==> src/rtl/fetch_stage.sv <==
// rtl/fetch_stage.sv - MIPS IF stage and IF/ID register with stall/redirect/wait FSM.
// Optional perf counters are built only when FETCH_PERF_EN is defined.
module fetch_stage #(
  parameter logic [31:0] RESET_PC = 32'h0000_0000
) (
  input  logic        clk,
  input  logic        rst,
  input  logic        stall,
  input  logic        redirect,
  input  logic [31:0] redirect_pc,
  output logic        imem_req,
  output logic [31:0] imem_addr,
  input  logic [31:0] imem_rdata,
  input  logic        imem_valid,
  output logic [31:0] IRD,
  output logic [31:0] pcD,
  output logic        validD,
  output logic [5:0]  opcode,
  output logic [4:0]  rs,
  output logic [4:0]  rt,
  output logic [1:0]  fetch_state
`ifdef FETCH_PERF_EN
  ,
  output logic [31:0] perf_hold_cnt,
  output logic [31:0] perf_bubble_cnt
`endif
);

  typedef enum logic [1:0] {
    ST_RUN  = 2'd0,
    ST_WAIT = 2'd1,
    ST_HOLD = 2'd2
  } state_e;

  logic [31:0] pc_q, pc_d;
  logic [31:0] ird_q, ird_d;
  logic [31:0] pcd_q, pcd_d;
  logic        validd_q, validd_d;
  state_e      state_q, state_d;
  logic        hold_cyc;
  logic        bubble_cyc;
  logic [31:0] pc_plus4;

  assign pc_plus4 = pc_q + 32'd4;

  // Priority: redirect beats stall, stall beats a missing memory response.
  always_comb begin
    pc_d       = pc_q;
    ird_d      = ird_q;
    pcd_d      = pcd_q;
    validd_d   = validd_q;
    state_d    = state_q;
    hold_cyc   = 1'b0;
    bubble_cyc = 1'b0;
    if (redirect) begin
      pc_d       = redirect_pc & ~32'h3;
      ird_d      = 32'h0;
      pcd_d      = 32'h0;
      validd_d   = 1'b0;
      state_d    = ST_RUN;
      bubble_cyc = 1'b1;
    end else if (!stall) begin
      state_d  = ST_HOLD;
      hold_cyc = 1'b1;
    end else if (!imem_valid) begin
      ird_d      = 32'h0;
      pcd_d      = 32'h0;
      validd_d   = 1'b0;
      state_d    = ST_WAIT;
      bubble_cyc = 1'b1;
    end else begin
      ird_d    = imem_rdata;
      pcd_d    = pc_plus4;
      validd_d = 1'b1;
      pc_d     = pc_plus4;
      state_d  = ST_RUN;
    end
  end

  always_ff @(posedge clk or posedge rst) begin
    if (rst) begin
      pc_q     <= RESET_PC;
      ird_q    <= 32'h0;
      pcd_q    <= 32'h0;
      validd_q <= 1'b0;
      state_q  <= ST_RUN;
    end else begin
      pc_q     <= pc_d;
      ird_q    <= ird_d;
      pcd_q    <= pcd_d;
      validd_q <= validd_d;
      state_q  <= state_d;
    end
  end

  assign imem_req    = ~rst;
  assign imem_addr   = pc_q;
  assign IRD         = ird_q;
  assign pcD         = pcd_q;
  assign validD      = validd_q;
  assign opcode      = ird_q[31:26];
  assign rs          = ird_q[25:21];
  assign rt          = ird_q[20:16];
  assign fetch_state = state_q;

`ifdef FETCH_PERF_EN
  logic [31:0] hold_cnt_q, hold_cnt_d;
  logic [31:0] bubble_cnt_q, bubble_cnt_d;

  always_comb begin
    hold_cnt_d   = hold_cnt_q;
    bubble_cnt_d = bubble_cnt_q;
    if (hold_cyc && hold_cnt_q != 32'hFFFF_FFFF) hold_cnt_d = hold_cnt_q + 32'd1;
    if (bubble_cyc && bubble_cnt_q != 32'hFFFF_FFFF) bubble_cnt_d = bubble_cnt_q + 32'd1;
  end

  always_ff @(posedge clk or posedge rst) begin
    if (rst) begin
      hold_cnt_q   <= 32'h0;
      bubble_cnt_q <= 32'h0;
    end else begin
      hold_cnt_q   <= hold_cnt_d;
      bubble_cnt_q <= bubble_cnt_d;
    end
  end

  assign perf_hold_cnt   = hold_cnt_q;
  assign perf_bubble_cnt = bubble_cnt_q;
`else
  logic unused_perf;
  assign unused_perf = hold_cyc ^ bubble_cyc;
`endif

endmodule

==> config.mk <==
export PLATFORM = sky130hd
export DESIGN_NAME = fetch_stage
export DESIGN_NICKNAME = d
export VERILOG_FILES = /design/src/rtl/fetch_stage.sv
export SDC_FILE = /design/constraint.sdc
export NUM_CORES = 1
export LEC_CHECK = 0
export ABC_AREA = 1
export CAP_MARGIN = 20
export CORE_MARGIN = 1
export CORE_UTILIZATION = 48
export CTS_BUF_LIST = sky130_fd_sc_hd__clkbuf_8
export CTS_CLUSTER_DIAMETER = 50
export CTS_CLUSTER_SIZE = 10
export DETAILED_ROUTE_END_ITERATION = 16
export HOLD_SLACK_MARGIN = 0.06
export PLACE_DENSITY = 0.88
export SLEW_MARGIN = 20
export SYNTH_ARGS = -nofsm -noshare
export SYNTH_HDL_FRONTEND = slang
export SYNTH_SLANG_ARGS = --single-unit
==> constraint.sdc <==
create_clock -name clk -period 9.4 [get_ports clk]
set_input_delay 1.88 -clock clk [delete_from_list [all_inputs] [get_ports clk]]
set_output_delay 1.88 -clock clk [all_outputs]
set_load 0.03 [all_outputs]
==> impl_results.md, run 1 <==
- Wire length after detailed routing: between 10000 and 15000 µm
- Pwr dens: between 100 and 150 mW/mm²
- Synth warn: 0
- Avg Inst Size Synth: 8.839 µm²
- Number of vias per cell after detailed routing: about 5.3
- Synth Register Bits: 96
- Ratio of final minimum period to clock period: 0.5698
- Number of sinks handled by clock tree synthesis: 96
- Biggest area contributors in the synthesized netlist: dfrtp_1 53%, nand2_1 15%, a22o_1 6.2%, nand3_1 4.8%, buf_4 3.5%
- Share of flip-flops with an asynchronous set or reset: 1.000
- Number of antenna violations at the first check in global routing: 0
- DRC violations left: 0
- Slew headroom: 0.4328
- Chip height: 98.91 µm
- Category of the worst setup path capture point: output pin
- RSZ-0062 raised after global routing: no
- Total net switching power: 0.3043 mW
- Comb power frac: 0.230
- Max Slew Vio Count: 0
- Result of the run: finished clean
- Die width: 98.91 µm
- Top cells by instance count after synthesis: 182 x nand2_1, 96 x dfrtp_1, 43 x nand3_1
- Reg2Reg Setup Slack: approximately 7.8 ns
- Wire length per cell after detailed routing: around 16 µm
- Initial core utilization: 0.5070
- Post-synthesis sequential area ratio: 0.5329
- Delay of the slowest critical-path stage: approximately 0.76 ns
- Int Power: ~0.66 mW
- Endpoints failing hold: 0
- Number of synthesized flops with an enable pin: 0
- Total routing resource utilization after global routing: 0.2604
- Worst-path cell with the longest stage delay: clkdlybuf4s50_1
- Final worst-path setup slack: about 4.0 ns
- Wire length of the first global-routing pass: ~20000 µm
- Final Wtd Congestion: between 0.9 and 1
- Inserted Diodes: 0
- Crit path buffers/inverters: 3
- Gate count after technology mapping: 510
- Hold Path Sink: pcD[15]
- Crit Path Category: input pin to output pin
- Cell seen most often among critical-path stages: clkdlybuf4s50_1
- Cell accounting for the most synthesized area: dfrtp_1
- Post-synthesis instance area: around 0.0045 mm²
- Number of global-route vias before repair: between 4000 and 5000
- Post-CTS setup-driven buffer insertion count: 0
- CTS tree: built
- Largest net degree at the start of global routing: 58
- # rows: 34
- Max-cap check violation count: 0
- Global route overflow: 0
- Worst reg2reg startpoint: imem_addr[3]
- Fraction of synthesized cell area taken by the top area cell type: 0.5329
- Primary flip-flop cell chosen by synthesis mapping: dfrtp_1
- Reg2Reg Capture Point: pcD[28]
- Worst clock skew: 0.01296 ns
- Layout overhead on the synthesized area: 43.08%
- Final setup violation count: 0
- Resized cells post-CTS: 0
- Launch point of the worst hold path: pcD[15]
- Highest ir drop seen on vdd: roughly 95 µV
- Total of hold buffers inserted after clock tree synthesis: 0
- Timing-limited maximum frequency: ~190 MHz
- Kind of cell adding the most delay to the critical path: buffers and inverters
- Antenna-violating nets left: 0
- Core Footprint: slightly below 0.009 mm²
- Layout cells sized above 1: 0.05638
- Routed via count: around 4200
- Shortest clock period the worst path allows after layout: ~5.4 ns
- Count leader, synth: nand2_1
- Cell depth of the worst min-delay path: 2
- Post-DP HPWL: 9169 µm
- DRT Pass-1 Iters: 5
- Fin nets: 740
- Worst hold-check path type: flip-flop to flip-flop
- Skew-Pair Late Insertion Delay: between 0.3 and 0.4 ns
- Port bufs: 180
- Clk slew on worst S/H paths: ~0.09 ns
- Total clock buffers created by CTS: 9
- Die area: 0.009783 mm²
- Fraction of power spent switching nets: 0.3164
- Clock network fraction of total power: 0.285
- Worst-Margin Slew: between 0.8 and 0.9 ns
- Maximum level of the CTS H-tree: 3
- Hold WS: 0.4846 ns
- Total I/O pin count: 185
- Count of distinct cell types in the synthesized netlist: 31
- Type of element launching the critical path: input pin
- Peak fanout along the critical path: 41
- Number of buffers on the longest clock path: 2
- Setup WS pre-CTS: about 4.0 ns
- Ordered cell list for the critical path: clkdlybuf4s50_1 -> inv_4 -> clkdlybuf4s50_1
- Number of DRC markers in iteration 0: 132
- Worst Path Required: between 7 and 8 ns
- Sequential group share of total power: 0.486
- Arrival time worst endpoint: 3.48 ns
- Leakage dissipation: roughly 3.0 nW
- Post-Route Utilization: 0.7254
- Root Buffer: clkbuf_8
- Logic depth of the worst register-to-register path: 8
- Setup TNS: 0 ns
[placed cells by master, fill, tap and decap left out, types with 2 or more instances in the layout]
| master | count |
|---|---|
| o21ai_0 | 4 |
| a22oi_1 | 17 |
| nand2_1 | 182 |
| inv_1 | 27 |
| dfrtp_1 | 96 |
| nand2_2 | 2 |
| nor2_1 | 31 |
| nand3_1 | 43 |
| a22o_1 | 32 |
| conb_1 | 2 |
| nor2_2 | 3 |
| a21oi_1 | 2 |
| o21bai_1 | 7 |
| buf_4 | 4 |
| clkbuf_8 | 9 |
| nor2_4 | 7 |
| nor3_1 | 2 |
| inv_6 | 2 |
| clkdlybuf4s50_1 | 180 |
| and2_1 | 2 |
| xnor2_1 | 4 |
[cell families after synthesis]
family	share of synthesized area
simple gates	0.2623
flops	0.5329
compound gates	0.1160
buf+inv	0.07743
xor+xnor	0.007771
fa+ha+maj	0.002775
other cells	0.0008318
[power groups by stage]
stage / logic, mW / clock network (mW) / registers (mW)
after floorplan: 0.0736 / 0 / 0.519
after global placement: 0.218 / 0 / 0.473
after detailed placement: 0.222 / 0 / 0.474
after global routing: 0.237 / 0.296 / 0.471
final: 0.221 / 0.274 / 0.467
after CTS: 0.223 / 0.278 / 0.466
[layout make-up]
type	instances	area, µm²
clock buffer	9	123.9
multi-input combinational	349	1765
clock inverter	6	68.82
timing repair buffer	185	1843
fill	673	2441
tap	108	135.1
inverter	29	111.4
sequential	96	2402
[worst max-delay path by stage]
stage	slack [ns]	start	end	depth (start not counted)
3_5_place_dp	4.00	rst	imem_req	3
5_1_grt	3.91	rst	imem_req	3
4_1_cts	4.00	rst	imem_req	3
2_1_floorplan	3.49	rst	imem_req	1
6_report	4.04	rst	imem_req	3
3_3_place_gp	4.03	rst	imem_req	3
[stage by stage]
| step | cell area (µm²) | power, mW | std cells |
|---|---|---|---|
| final | 6450 | 0.9616 | 782 |
| after global routing | 6450 | 1.004 | 782 |
| after CTS | 6450 | 0.9675 | 782 |
| after detailed placement | 6257 | 0.6960 | 767 |
| after global placement | 6246 | 0.6907 | 766 |
| after floorplan | 4512 | 0.5928 | 511 |
[tightest hold or removal path, cell delays in order (launching register included)]
cell and delay (ns):
dfrtp_1 0.35, nand2_1 0.05, nand2_1 0.05
[per-layer routing]
metal / GRT usage / vias up / routed length [µm]
li1: - / 1973 / -
met1: 0.3117 / 1997 / 5114
met2: 0.4664 / 180 / 6386
met3: 0.05745 / 24 / 835
met4: 0.08152 / 0 / 206
met5: 0 / - / 0
[state kept, by name, summed over array words and instances (netlist names)]
register     flops
IRD             32
pcD             31
imem_addr       30
fetch_state      2
validD           1
Note: power is estimated with default switching activity, not from simulation.
==> run 2: changes to the inputs <==
--- a/config.mk
+++ b/config.mk
@@ -8,13 +8,13 @@
 export ABC_AREA = 1
 export CAP_MARGIN = 20
 export CORE_MARGIN = 1
-export CORE_UTILIZATION = 48
+export CORE_UTILIZATION = 45
 export CTS_BUF_LIST = sky130_fd_sc_hd__clkbuf_8
 export CTS_CLUSTER_DIAMETER = 50
 export CTS_CLUSTER_SIZE = 10
 export DETAILED_ROUTE_END_ITERATION = 16
 export HOLD_SLACK_MARGIN = 0.06
-export PLACE_DENSITY = 0.88
+export PLACE_DENSITY = 0.83
 export SLEW_MARGIN = 20
 export SYNTH_ARGS = -nofsm -noshare
 export SYNTH_HDL_FRONTEND = slang
==> constraint.sdc (replaced) <==
create_clock -name clk -period 5.2 [get_ports clk]
set_input_delay 1.04 -clock clk [delete_from_list [all_inputs] [get_ports clk]]
set_output_delay 1.04 -clock clk [all_outputs]
set_load 0.03 [all_outputs]
==> run 2 against run 1 <==
Effect of this change: critical path depth did not move; register-to-register slack got worse by 4.2 ns; sequential share of layout area fell by 0.21 points; via count fell by 0.26%; setup slack got worse by 2.5 ns; flip-flop and latch count did not move; clock power rose by 80%; clock-buffer cell count rose by 1.
==> impl_results.md, run 2 (synthesis results as in run 1) <==
- Most common library cell in the layout ignoring fill and taps: nand2_1
- Highest ir drop seen on vdd: roughly 160 µV
- Number of global-route vias before repair: around 4000
- Die width: about 100 µm
- Total routing resource utilization after global routing: 0.2543
- Number of sinks handled by clock tree synthesis: 96
- Global route overflow: 0
- Post-CTS setup-driven buffer insertion count: 0
- Worst Path Required: between 4 and 5 ns
- CTS tree: built
- Max-cap check violation count: 0
- Max Slew Vio Count: 0
- Crit Path Category: input pin to output pin
- Fillers: roughly 790
- Worst-Margin Slew: between 0.9 and 1 ns
- Result of the run: finished clean
- Final Wtd Congestion: between 0.9 and 1
- Post-Layout Cell Count: between 800 and 900
- DRT Pass-1 Iters: 4
- Root Buffer: clkbuf_8
- Total I/O pin count: around 190
- Timing-limited maximum frequency: between 200 and 300 MHz
- Resized cells post-CTS: 0
- Post-DP HPWL: 9518 µm
- # rows: 36
- Total clock buffers created by CTS: 9
- Fin nets: about 740
- Setup TNS: 0 ns
- Antenna-violating nets left: 0
- Ratio of final minimum period to clock period: 0.7056
- Number of DRC markers in iteration 0: between 150 and 200
- Shortest clock period the worst path allows after layout: roughly 3.7 ns
- DRC violations left: 0
- Layout cells sized above 1: 0.05638
- Largest net degree at the start of global routing: just under 60
- Skew-Pair Late Insertion Delay: approximately 0.36 ns
- Type of element launching the critical path: input pin
- Initial core utilization: 0.4633
- Wire length of the first global-routing pass: 20240 µm
- Die area: approximately 0.010 mm²
- Maximum level of the CTS H-tree: 3
- Leakage dissipation: between 2 and 3 nW
- Core Footprint: around 0.0097 mm²
- Placed instance count: about 790
- Chip height: just over 100 µm
- Number of buffers on the longest clock path: 2
- Category of the worst setup path capture point: output pin
- RSZ-0062 raised after global routing: no
- Peak fanout along the critical path: 41
- Clk slew on worst S/H paths: 0.09 ns
- Port bufs: between 150 and 200
- Post-Route Utilization: 0.6667
- Arrival time worst endpoint: between 2 and 3 ns
- Number of flip-flops under the largest register name: 32
- Wire length after detailed routing: between 10000 and 15000 µm
- Worst hold-check path type: flip-flop to flip-flop
- Worst clock skew: 0.009436 ns
- Number of antenna violations at the first check in global routing: 0
- Total of hold buffers inserted after clock tree synthesis: 0
- Most used cells in the layout excluding fill and tap cells: 182 x nand2_1, 180 x clkdlybuf4s50_1, 96 x dfrtp_1
- Endpoints failing hold: 0
- Layout overhead on the synthesized area: 43.88%
- Slew headroom: 0.3976
- Pwr dens: approximately 270 mW/mm²
- Number of vias per cell after detailed routing: 5.159
- Final setup violation count: 0
- Inserted Diodes: 0
- Wire length per cell after detailed routing: around 16 µm
- Hold WS: between 0.4 and 0.5 ns
- Routed via count: 4163
[run 2: through the flow]
stage	power, mW	worst slack [ns]	instance area (µm²)
2_1_floorplan	1.072	0.9726	4512
5_1_grt	1.816	1.395	6486
6_report	1.740	1.531	6486
4_1_cts	1.754	1.478	6486
3_5_place_dp	1.261	1.438	6290
3_3_place_gp	1.252	1.492	6290
[run 2: final cells by class]
class | instances | area (µm²) | area share
inverter | 29 | 111.4 | 0.01717
clock buffer | 10 | 137.6 | 0.02122
timing repair buffer | 184 | 1844 | 0.2843
tap | 133 | 166.4 | 0.02566
clock inverter | 6 | 58.81 | 0.009066
multi-input combinational | 349 | 1765 | 0.2722
sequential | 96 | 2402 | 0.3704
[run 2: worst paths after layout]
check                        startpoint  slack, ns  depth (start not counted)             to
min in group asynchronous           rst       1.05                          2   imem_addr[3]
min reg2reg                     pcD[25]       0.49                          2        pcD[25]
max reg2reg                imem_addr[3]       3.59                          9  imem_addr[24]
max                                 rst       1.53                          3       imem_req
max in group asynchronous           rst       3.04                          3        IRD[15]
min                             pcD[25]       0.49                          2        pcD[25]
[run 2: report_power, final]
group / switching [mW] / leakage (nW) / internal (mW)
registers: 0.0544 / 1.27 / 0.791
clock network: 0.260 / 0.106 / 0.233
logic: 0.227 / 1.61 / 0.174
total: 0.542 / 2.98 / 1.20
[run 2: worst max-delay path, cell delays in order]
cell             delay [ns]
clkdlybuf4s50_1        0.44
inv_4                  0.38
clkdlybuf4s50_1        0.77
[run 2: layer usage]
layer	track usage	up-vias	share of wire
met5	0	-	0
met4	0.1220	0	0.029
met3	0.04788	26	0.072
met2	0.4419	160	0.50
met1	0.3039	2005	0.40
li1	-	1972	-
